## src/rtl/axi_burst_writer.sv

```systemverilog
// axi_burst_writer
//   AXI4 write-only burst master. Takes a (base address, beat count) command plus
//   a valid/ready data stream and issues INCR bursts of at most MAX_BURST beats
//   that never cross a 4 KB boundary. Only one burst is outstanding at a time,
//   and AW always completes before the first W beat of its burst.
//
// Ports
//   ACLK, ARESETn          clock (rising edge), async active-low reset
//   cmd_valid/cmd_ready    command handshake; cmd_ready is high only when idle
//   cmd_addr, cmd_beats    byte base address (sub-beat bits ignored), total beats
//                          (0 = no-op)
//   s_data/s_strb          write stream payload, forwarded to WDATA/WSTRB
//   s_valid/s_ready        write stream handshake
//   AW*/W*/B*              AXI4 write address, data and response channels
//   busy                   high whenever a command is in progress
//   done                   one-cycle pulse when a command finishes
//   err                    sticky: a SLVERR/DECERR was seen during the current
//                          command

module axi_burst_writer #(
  parameter int unsigned DATA_WIDTH = 64,
  parameter int unsigned ADDR_WIDTH = 32,
  parameter int unsigned MAX_BURST  = 16,
  parameter int unsigned STRB_WIDTH = DATA_WIDTH / 8
) (
  input  logic                  ACLK,
  input  logic                  ARESETn,
  // Command
  input  logic                  cmd_valid,
  output logic                  cmd_ready,
  input  logic [ADDR_WIDTH-1:0] cmd_addr,
  input  logic [15:0]           cmd_beats,
  // Write stream
  input  logic [DATA_WIDTH-1:0] s_data,
  input  logic [STRB_WIDTH-1:0] s_strb,
  input  logic                  s_valid,
  output logic                  s_ready,
  // AXI write address channel
  output logic [ADDR_WIDTH-1:0] AWADDR,
  output logic [7:0]            AWLEN,
  output logic [2:0]            AWSIZE,
  output logic [1:0]            AWBURST,
  output logic                  AWVALID,
  input  logic                  AWREADY,
  // AXI write data channel
  output logic [DATA_WIDTH-1:0] WDATA,
  output logic [STRB_WIDTH-1:0] WSTRB,
  output logic                  WLAST,
  output logic                  WVALID,
  input  logic                  WREADY,
  // AXI write response channel
  input  logic [1:0]            BRESP,
  input  logic                  BVALID,
  output logic                  BREADY,
  // Status
  output logic                  busy,
  output logic                  done,
  output logic                  err
);

  localparam int unsigned AddrLsb = $clog2(STRB_WIDTH);

  // Clears the sub-beat address bits so every burst is size-aligned.
  localparam logic [ADDR_WIDTH-1:0] AddrMask =
      ~((ADDR_WIDTH'(1) << AddrLsb) - ADDR_WIDTH'(1));

  typedef enum logic [2:0] {
    StIdle,
    StAddr,
    StData,
    StResp,
    StDone
  } state_e;

  state_e                state_q;
  logic [ADDR_WIDTH-1:0] addr_q;     // start address of the current burst
  logic [15:0]           remain_q;   // beats not yet covered by a finished burst
  logic [15:0]           len_q;      // beats in the current burst
  logic [15:0]           beat_q;     // W beats still to send in the current burst
  logic [ADDR_WIDTH-1:0] awaddr_q;
  logic [7:0]            awlen_q;
  logic                  awvalid_q;
  logic                  done_q;
  logic                  err_q;

  // Burst length: limited by what is left, by MAX_BURST and by the room up to
  // the next 4 KB page. Offsets are beat-aligned so the room is at least 1.
  function automatic logic [15:0] burst_len(input logic [11:0] page_off,
                                            input logic [15:0] remain);
    logic [15:0] room;
    logic [15:0] len;
    room = (16'd4096 - {4'd0, page_off}) >> AddrLsb;
    len  = remain;
    if (len > 16'(MAX_BURST)) begin
      len = 16'(MAX_BURST);
    end
    if (len > room) begin
      len = room;
    end
    return len;
  endfunction

  logic [ADDR_WIDTH-1:0] cmd_addr_aligned;
  logic [ADDR_WIDTH-1:0] next_addr;
  logic [15:0]           next_remain;
  logic [15:0]           first_len;
  logic [15:0]           next_len;

  assign cmd_addr_aligned = cmd_addr & AddrMask;
  assign first_len        = burst_len(cmd_addr_aligned[11:0], cmd_beats);
  // Address and remaining count after the current burst retires (address wraps).
  assign next_addr        = addr_q + (ADDR_WIDTH'(len_q) << AddrLsb);
  assign next_remain      = remain_q - len_q;
  assign next_len         = burst_len(next_addr[11:0], next_remain);

  always_ff @(posedge ACLK or negedge ARESETn) begin
    if (!ARESETn) begin
      state_q   <= StIdle;
      addr_q    <= '0;
      remain_q  <= '0;
      len_q     <= '0;
      beat_q    <= '0;
      awaddr_q  <= '0;
      awlen_q   <= '0;
      awvalid_q <= 1'b0;
      done_q    <= 1'b0;
      err_q     <= 1'b0;
    end else begin
      done_q <= 1'b0;
      unique case (state_q)
        StIdle: begin
          // cmd_ready is high throughout this state, so cmd_valid is the handshake.
          if (cmd_valid) begin
            addr_q   <= cmd_addr_aligned;
            remain_q <= cmd_beats;
            err_q    <= 1'b0;
            if (cmd_beats == 16'd0) begin
              state_q <= StDone;
              done_q  <= 1'b1;
            end else begin
              state_q   <= StAddr;
              len_q     <= first_len;
              awaddr_q  <= cmd_addr_aligned;
              awlen_q   <= 8'(first_len - 16'd1);
              awvalid_q <= 1'b1;
            end
          end
        end

        StAddr: begin
          // AW fields are registers that only change on entry, so they hold
          // steady until the handshake.
          if (AWREADY) begin
            awvalid_q <= 1'b0;
            beat_q    <= len_q;
            state_q   <= StData;
          end
        end

        StData: begin
          if (s_valid && WREADY) begin
            beat_q <= beat_q - 16'd1;
            if (beat_q == 16'd1) begin
              state_q <= StResp;
            end
          end
        end

        StResp: begin
          if (BVALID) begin
            // Error responses are recorded but the remaining bursts still go out.
            if (BRESP[1]) begin
              err_q <= 1'b1;
            end
            addr_q   <= next_addr;
            remain_q <= next_remain;
            if (next_remain == 16'd0) begin
              state_q <= StDone;
              done_q  <= 1'b1;
            end else begin
              state_q   <= StAddr;
              len_q     <= next_len;
              awaddr_q  <= next_addr;
              awlen_q   <= 8'(next_len - 16'd1);
              awvalid_q <= 1'b1;
            end
          end
        end

        StDone: begin
          state_q <= StIdle;
        end

        default: begin
          state_q <= StIdle;
        end
      endcase
    end
  end

  logic in_data;
  assign in_data = (state_q == StData);

  assign cmd_ready = (state_q == StIdle);
  assign busy      = (state_q != StIdle);
  assign done      = done_q;
  assign err       = err_q;

  assign AWADDR  = awaddr_q;
  assign AWLEN   = awlen_q;
  assign AWSIZE  = 3'(AddrLsb);
  assign AWBURST = 2'b01;
  assign AWVALID = awvalid_q;

  // W is a pass-through of the stream, opened only while a burst is in DATA.
  assign WVALID  = in_data & s_valid;
  assign WDATA   = s_data;
  assign WSTRB   = s_strb;
  assign WLAST   = in_data & (beat_q == 16'd1);
  assign s_ready = in_data & WREADY;

  assign BREADY  = (state_q == StResp);

  // Only BRESP[1] distinguishes the error responses that matter here.
  logic unused_bresp;
  assign unused_bresp = BRESP[0];

endmodule
```

## config.mk

```make
export PLATFORM = sky130hd
export DESIGN_NAME = axi_burst_writer
export DESIGN_NICKNAME = d
export VERILOG_FILES = /design/src/rtl/axi_burst_writer.sv
export SDC_FILE = /design/constraint.sdc
export NUM_CORES = 1
export LEC_CHECK = 0
export CAP_MARGIN = 30
export CORE_ASPECT_RATIO = 0.9
export CORE_MARGIN = 5
export CORE_UTILIZATION = 50
export DETAILED_ROUTE_END_ITERATION = 16
export PLACE_DENSITY = 0.86
export SLEW_MARGIN = 20
export SYNTH_ARGS = -nofsm -noshare
export SYNTH_HDL_FRONTEND = slang
export SYNTH_SLANG_ARGS = --single-unit
```

## constraint.sdc

```tcl
create_clock -name ACLK -period 7.2 [get_ports ACLK]
set_clock_uncertainty 0.2 [all_clocks]
set_input_delay 1.08 -clock ACLK [delete_from_list [all_inputs] [get_ports ACLK]]
set_output_delay 1.08 -clock ACLK [all_outputs]
set_load 0.01 [all_outputs]
```

Word-level counts from Yosys, hierarchy flattened
Index checks and enable logic that the tools add are counted.

Bits in registers: 126. Input port bits: 129.

Bitwise operators: 3. Order comparisons: 4. Reductions and logical operators: 14. Muxes and demuxes: 51. Equality and inequality tests: 12. $add $sub $neg: 7.

Operators with widths (number): $mux W16 (12); $mux W32 (6); $pmux W32 S2 (2); $pmux W16 S2 (3); $add A32 B19 Y32 (1); $gt A16 B13 Y1 (2); $gt A16 B5 Y1 const B (2); $logic_not A16 Y1 (2); $mux W8 (4); $sub A13 B12 Y14 const A (2); $mux W3 (7); $eq A16 B1 Y1 const B (1); $pmux W8 S2 (1); $sub A16 B1 Y16 const B (1); $sub A16 B16 Y16 (1); $sub A8 B1 Y8 const B (2); $mux W1 (12); $ne A2 B2 Y1 const B (6); $pmux W3 S4 (1); $reduce_and A5 Y1 (2); $eq A3 B2 Y1 const B (2); $reduce_and A3 Y1 (2); $reduce_and A6 Y1 (1); $reduce_bool A3 Y1 (2); other kinds (9) (14).

Depth between registers and ports, before layout
Gate-level depths: netlist of the first run.

Word-level depth: 9. Gate-level depth with buffers: 26.

Worst setup path after synthesis of the first run
No wires, ideal clock.

Path type: register -> register. From: register len_q[0]. To: register awlen_q[7], in the netlist AWLEN[7]. Stages on the path, launching flop included: 24. Slack: 1.715 ns. Clock period less this slack: 5.485 ns. Arrival: 5.159 ns. Cell sequence: dfrtp_1 > ha_1 > fa_1 > nor2b_1 > o2111ai_2 > a21oi_1 > o21a_1 > o21ai_0 > a2111oi_4 > nand2_1 > or3_1 > nor2_1 > ha_1 > nor2b_1 > o21a_1 > o21a_1 > o21bai_1 > a31oi_1 > nand2_1 > a2bb2oi_1 > o211ai_1 > nand4bb_1 > or3_1 > a221o_1.

Longest elaborated chain between the ends: 9. Elaborated cells between the ends (all ways): 14. Those cells by class: add/sub: 4; order compare: 2; eq/ne: 1; mux: 5; reduce/logical: 2.

Ends and longest elaborated chain: from (decl) (RTL line 78) `logic [15:0] len_q;`; from (signal assigned) (RTL line 142) `len_q <= first_len;`; from (signal assigned) (RTL line 182) `len_q <= next_len;`; parallel branches: the longest is 9 deep, another holds $add A32 B19 Y32; to (signal assigned) (RTL line 144) `awlen_q <= 8'(first_len - 16'd1);`; to (signal assigned) (RTL line 184) `awlen_q <= 8'(next_len - 16'd1);`; to (decl) (RTL line 81) `logic [7:0] awlen_q;`.

Several ways; the timed one is not identified. The select of a mux whose other input is x is not followed. A chain may end at the register's enable or synchronous reset.

Worst setup path after layout of the first run
Ends and elaborated chain as after synthesis.

==> results of run 1 <==
## placed cells by master, fill, tap and decap left out, drive strengths merged, types with 25 or more instances in the layout
cell type,Yosys,routed
nor3,29,29
ha,55,55
xor2,25,25
dfrtp,126,126
clkdlybuf4s50,0,100
o21ai,103,103
nand2,129,129
nor2,103,103
inv,37,42
a21oi,79,79
## worst max-delay path by stage
stage                         startpoint                    to  slack [ns]  cells past startpoint
floorplan           len_q[0]$_DFFE_PN0P_  AWLEN[7]$_DFFE_PN0P_        1.72                     23
global placement    len_q[0]$_DFFE_PN0P_  AWLEN[7]$_DFFE_PN0P_        0.93                     23
detailed placement  len_q[0]$_DFFE_PN0P_  AWLEN[7]$_DFFE_PN0P_        0.80                     23
CTS                 len_q[0]$_DFFE_PN0P_  AWLEN[7]$_DFFE_PN0P_        0.70                     23
global route        len_q[0]$_DFFE_PN0P_  AWLEN[7]$_DFFE_PN0P_        0.23                     23
finish              len_q[0]$_DFFE_PN0P_  AWLEN[7]$_DFFE_PN0P_        0.58                     23
## flip-flops by register name, indices dropped and copies added (netlist names)
| signal | flops |
|---|---|
| addr_q | 32 |
| beat_q | 16 |
| done | 1 |
| len_q | 16 |
| AWVALID | 1 |
| err | 1 |
| remain_q | 16 |
| AWLEN | 8 |
| AWADDR | 32 |
| state_q | 3 |
## layout make-up
class / instances / area [sq um] / area share (%)
multi-input combinational: 827 / 5199 / 49.51
clock buffer: 18 / 439.2 / 4.182
sequential: 126 / 3153 / 30.03
timing repair buffer: 111 / 1084 / 10.32
inverter: 37 / 138.9 / 1.323
tap: 245 / 306.5 / 2.919
clock inverter: 14 / 181.4 / 1.728
## metal layers
layer	part of all wire, %	vias to the layer above
met1	43	3883
met2	46	353
li1	-	3864
met4	2.0	0
met5	0	-
met3	8.9	46
## logic make-up (layout without fill, tap and decap cells)
logic type | after synthesis | count (layout) | synth area share [%]
AOI/OAI and AO/OA | 309 | 309 | 21.37
xor gates and xnor gates | 46 | 46 | 4.374
adders and majority gates | 57 | 57 | 7.907
other | 2 | 15 | 0.08154
and+or+nand+nor | 373 | 373 | 19.09
DFF | 126 | 126 | 34.23
muxes | 27 | 27 | 3.097
buffers and inverters | 159 | 180 | 9.849
## report_power, final
part	leakage, nW	total (mW)	internal [mW]	switching (mW)
registers	1.55	1.27	1.01	0.255
clock network	0.302	0.910	0.560	0.350
logic	2.64	3.30	1.35	1.96
total	4.49	5.48	2.92	2.56
## worst max-delay path: cells and delay by family (launching register included)
family                     cells  cell delay, ns
DFF                            1            0.49
adders and majority gates      3            0.94
and+or+nand+nor                8            2.18
AOI/OAI and AO/OA             12            2.68
==> impl_metrics.toml, run 1 <==
[clock_tree]
numCtsBuffers = 17
cts_hold_buffers = 0
htreeDepth = 4
cts_tree = "done"
root_buffer = "clkbuf_16"
insertion_delay_ns = 0.43
clock_path_buffers = 2
cts.repair.resized = 0
cts_setup_buffers = 0
cts_sinks = 126
clk_pin_slew_worst_paths_ns = 0.06

[logic_synthesis]
async_flop_share_pct = 100.0
postSynthCellCount = 1099
yosysTopAreaCell = "dfrtp_1"
seq_area_frac_synth_pct = 34.23
synth_top_cells_by_count = "129 x nand2_1, 126 x dfrtp_1, 102 x nor2_1"
synth_area_leaders = "dfrtp_1 34%, ha_1 7.5%, buf_4 6.4%, o21ai_0 5.4%, nand2_1 5.3%"
avgSynthCellArea_sq_um = 8.380
synth_seq_cells = 126
synth_edf_count = 0
synth_warnings = 0
synthDistinctLibCells = 76
synth_area_sq_um = 9210
synth_ff_type = "dfrtp_1"
synth_top_area_share_pct = 34.23
synth_most_common_cell = "nand2_1"

[critical_path]
r2r_cells = 23
end_kind = "flip-flop"
arrival_ns = 6.73
reg2reg_slack_ns = 0.58
slowest_stage = "dfrtp_1"
cp-start-kind = "flip-flop"
worst-setup-path-type = "flip-flop to flip-flop"
rr_startpoint = "len_q[0]$_DFFE_PN0P_"
crit_top_cell = "o21a_1"
critPathRequiredTime_ns = 7.31
reg2reg_to = "AWLEN[7]$_DFFE_PN0P_"
max_stage_delay_ns = 0.49
crit_path_cell_trace = "ha_1 > fa_1 > nor2b_1 > o2111ai_2 > a21oi_1 > o21a_1 > o21ai_0 > a2111oi_4 > nand2_1 > or3_1 > nor2_1 > ha_1 > nor2b_1 > o21a_1 > o21a_1 > o21bai_1 > a31oi_1 > nand2_1 > a2bb2oi_1 > o211ai_1 > nand4bb_1 > or3_1 > a221o_1"
worst-path-max-fanout = 9

[floorplanning]
die_x_microns = 153.1
ioPinCount = 255
rows = 47
die_area_sq_um = 21240
start_util_pct = 50.52
die_h_microns = 138.8
core_sq_um = 18230

[finish]
num_antenna_cells = 0
area_growth_pct = 14.02
stdcell_area_sq_um = 10500
fin_cells = 1378
nFillCells = 1610
drive_gt1_share_pct = 7.237
nets = 1306
fin_util_pct = 57.60

[global_route]
use_met3_pct = 5.959
grt_remaining_overflow = 0
antenna_found_initial = 0
top_usage_layer = "met2"
grtUsageTotal_pct = 22.72
use_met2_pct = 35.77
grt_pass1_wl_mm = 39.68
grt_pass1_vias = 7864
grt_max_degree = 57
met1_usage_pct = 30.71

[timing]
maxSlewViolCount = 0
setup_viol = 0
worst_pin_slew_ns = 0.9418
fin_tns_setup_ns = 0
hold_viol_final = 0
max_freq_mhz = 151.0
finalCriticalPeriod_ns = 6.623
hold_ws_ns = 0.2729
fin_crit_sh_pct = 91.99
rsz0062_at_grt = "no"
timing.final.ws_setup_ns = 0.5770
slew_headroom_pct = 36.84

[power_and_ir_drop]
ir_drop_mv = 0.2512
powerDensity_nw_per_um2 = 521.9
power_mw = 5.481
leakage_nw = 4.489

[flow_run]
drv_cap = 0

[route]
viasPerCell = 5.911
drtAntennaViolNets = 0
num_vias = 8146
routed_wl_mm = 24.44
wl_per_cell_microns = 17.73
firstDrtPassIters = 12
detail_route.iter0.violations = 856
drcViolationCount = 1

[run_status]
outcome = "complete, but fails checks"
violations = "design-rule violations"

[placed_design]
place_inst = 1346
hpwl_mm = 17.71
postPlaceCellArea_sq_um = 9881
io_buffers = 101
gp_congestion = 0.9416
place_ws_ns = 0.8008

[min_path]
min_from = "AWADDR[11]$_DFFE_PN0P_"
hold_depth = 2
min_to = "AWADDR[11]$_DFFE_PN0P_"
hp-class = "flip-flop to flip-flop"
Power figures use the tool's default switching activity.
==> inputs of run 2 (changes only) <==
--- a/config.mk
+++ b/config.mk
@@ -5,7 +5,7 @@
 export SDC_FILE = /design/constraint.sdc
 export NUM_CORES = 1
 export LEC_CHECK = 0
-export CAP_MARGIN = 30
+export CAP_MARGIN = 25
 export CORE_ASPECT_RATIO = 0.9
 export CORE_MARGIN = 5
 export CORE_UTILIZATION = 50
==> results of run 2 <==
Final layout, timing and power as in run 1 (identical DEF).
==> inputs of run 3 (changes only) <==
--- a/config.mk
+++ b/config.mk
@@ -5,12 +5,14 @@
 export SDC_FILE = /design/constraint.sdc
 export NUM_CORES = 1
 export LEC_CHECK = 0
-export CAP_MARGIN = 25
+export ABC_AREA = 1
+export CAP_MARGIN = 20
 export CORE_ASPECT_RATIO = 0.9
 export CORE_MARGIN = 5
-export CORE_UTILIZATION = 50
+export CORE_UTILIZATION = 65
 export DETAILED_ROUTE_END_ITERATION = 16
-export PLACE_DENSITY = 0.86
+export DONT_BUFFER_PORTS = 1
+export PLACE_DENSITY = 0.84
 export SLEW_MARGIN = 20
 export SYNTH_ARGS = -nofsm -noshare
 export SYNTH_HDL_FRONTEND = slang
==> impl_metrics.toml, run 3 <==
[route]
firstDrtPassIters = 5
viasPerCell = 5.702
wl_per_cell_microns = 16.05
routed_wl_mm = 24.38
drtAntennaViolNets = 0
num_vias = 8661
drcViolationCount = 0
detail_route.iter0.violations = 688

[finish]
area_growth_pct = 2.316
nFillCells = 1230
mostFrequentLayoutCells = "417 x nand2_1, 161 x inv_1, 126 x dfrtp_1, 95 x o21ai_0, 93 x nor2_1"
num_antenna_cells = 0
nets = 1494
final_common_cell = "nand2_1"
fin_util_pct = 67.61
drive_gt1_share_pct = 6.889

[power_and_ir_drop]
p_int_mw = 2.648
p_comb_share_pct = 58.9
power_frac_clock_pct = 16.9
ir_drop_mv = 0.3254
leakage_nw = 5.199
switching_power_mw = 2.749
switching_share_pct = 50.93
powerDensity_nw_per_um2 = 542.6
power.share.sequential_pct = 24.2

[logic_synthesis]
synth_ff_type = "dfrtp_1"
yosys.area_share.adder_pct = 7.489
synth_warnings = 0
synth_area_leaders = "dfrtp_1 32%, nand2_1 16%, ha_1 7.1%, inv_1 6.3%, buf_4 6.1%"
synth_top_area_share_pct = 32.43
yosysTopAreaCell = "dfrtp_1"
avgSynthCellArea_sq_um = 7.020
synthDistinctLibCells = 55
synth_most_common_cell = "nand2_1"
synth_area_sq_um = 9723
seq_area_frac_synth_pct = 32.43
synth_top_family_by_area = "simple AND/OR/NAND/NOR gates"
synth_compound_area_share_pct = 12.55
synth_edf_count = 0
async_flop_share_pct = 100.0
synth_top_cells_by_count = "417 x nand2_1, 163 x inv_1, 126 x dfrtp_1"
synth_seq_cells = 126
synth-simple-area-share_pct = 28.63
postSynthCellCount = 1385
synth-xor-area-share_pct = 3.487
muxShareOfSynthArea_pct = 0.9394

[timing]
slew_headroom_pct = 39.44
setup_viol = 0
rsz0062_at_grt = "no"
maxSlewViolCount = 0
finalCriticalPeriod_ns = 4.993
fin_tns_setup_ns = 0
hold_viol_final = 0
worst_pin_slew_ns = 0.9052
max_freq_mhz = 200.3
fin_crit_sh_pct = 69.34

[critical_path]
critPathRequiredTime_ns = 7.32
arrival_ns = 5.12
crit_top_cell = "nand2_1"
max_stage_delay_ns = 0.47
worst-path-max-fanout = 6
cp-start-kind = "flip-flop"
worst-setup-path-type = "flip-flop to flip-flop"
slowest_stage = "dfrtp_1"
end_kind = "flip-flop"

[clock_tree]
cts_setup_buffers = 0
cts_sinks = 126
insertion_delay_ns = 0.44
root_buffer = "clkbuf_16"
htreeDepth = 4
cts_hold_buffers = 0
cts.repair.resized = 0
clk_pin_slew_worst_paths_ns = 0.06
cts_tree = "done"
numCtsBuffers = 17
clock_path_buffers = 2

[min_path]
hp-class = "input pin to asynchronous set/reset pin"

[global_route]
grt_max_degree = 127
grt_pass1_vias = 8196
grtUsageTotal_pct = 27.97
grt_pass1_wl_mm = 40.06
antenna_found_initial = 0
grt_remaining_overflow = 0

[placed_design]
io_buffers = 0
hpwl_mm = 17.76
gp_congestion = 0.9480

[run_status]
outcome = "finished, final reports clean"

[floorplanning]
die_x_microns = 138.9
ioPinCount = 255
start_util_pct = 66.08
core_sq_um = 14710
die_h_microns = 126.0
die_area_sq_um = 17510
rows = 42

[flow_run]
drv_cap = 0
==> run 3: changes by cell type after synthesis, moves of 13 or more <==
cell / before / now
nand2_1: 129 / 417
nand3_1: 15 / 55
o21ai_1: 0 / 13
a21oi_1: 79 / 56
inv_1: 37 / 163
==> run 3: per-layer routing <==
metal	track usage [%]	up-vias	part of all wire (%)
met3	6.634	77	8.2
met2	43.99	364	45
met4	10.99	0	3.3
met1	37.70	4001	43
li1	-	4219	-
met5	0	-	0
==> run 3: worst paths after layout <==
path                                        from                      to  slack [ns]  depth (start not counted)
min reg2reg                beat_q[5]$_DFFE_PN0P_   beat_q[5]$_DFFE_PN0P_        0.29                          2
min in group ACLK          beat_q[5]$_DFFE_PN0P_   beat_q[5]$_DFFE_PN0P_        0.29                          2
min                                      ARESETn  AWADDR[28]$_DFFE_PN0P_        0.13                          0
max reg2reg                 len_q[0]$_DFFE_PN0P_    AWLEN[6]$_DFFE_PN0P_        2.21                         33
max                         len_q[0]$_DFFE_PN0P_    AWLEN[6]$_DFFE_PN0P_        2.21                         33
max in group asynchronous                ARESETn   beat_q[9]$_DFFE_PN0P_        6.51                          0
==> run 3: cell families after synthesis <==
family | Yosys count
simple gates | 651
buf+inv | 288
compound gates | 215
flops | 126
fa+ha+maj | 57
xor+xnor | 37
mux | 9
other cells | 2
==> run 3: layout make-up <==
class                      instances  area, sq um  area share (%)
tap                              198        247.7           2.490
clock buffer                      19        452.9           4.553
clock inverter                    13        162.7           1.635
sequential                       126         3153           31.69
inverter                         173        651.9           6.553
multi-input combinational        984         5235           52.62
timing repair buffer               6        45.04          0.4528
==> run 3: power by group through the flow <==
stage,registers [mW],logic [mW],clock network (mW)
global route,1.34,3.60,0.956
global placement,1.31,2.99,0
finish,1.31,3.18,0.912
CTS,1.31,3.13,0.918
detailed placement,1.31,3.10,0
floorplan,1.23,2.55,0
==> run 3: critical path: cells and delay by family, from the launching register on <==
family | cells | cell delay, ns
adders and majority gates | 4 | 1.11
buffers and inverters | 5 | 0.53
and+or+nand+nor | 22 | 2.38
AOI/OAI and AO/OA | 2 | 0.20
DFF | 1 | 0.47
==> run 3: metrics by stage <==
stage	power (mW)	worst slack, ns	area [sq um]	hold slack (ns)	instances
2_1_floorplan	3.785	3.018	9772	0.2533	1398
4_1_cts	5.359	2.358	9948	0.1313	1519
3_5_place_dp	4.410	2.312	9333	0.2771	1487
6_report	5.398	2.207	9948	0.1331	1519
3_3_place_gp	4.295	2.431	9333	0.2719	1487
5_1_grt	5.902	1.849	9948	0.1185	1519
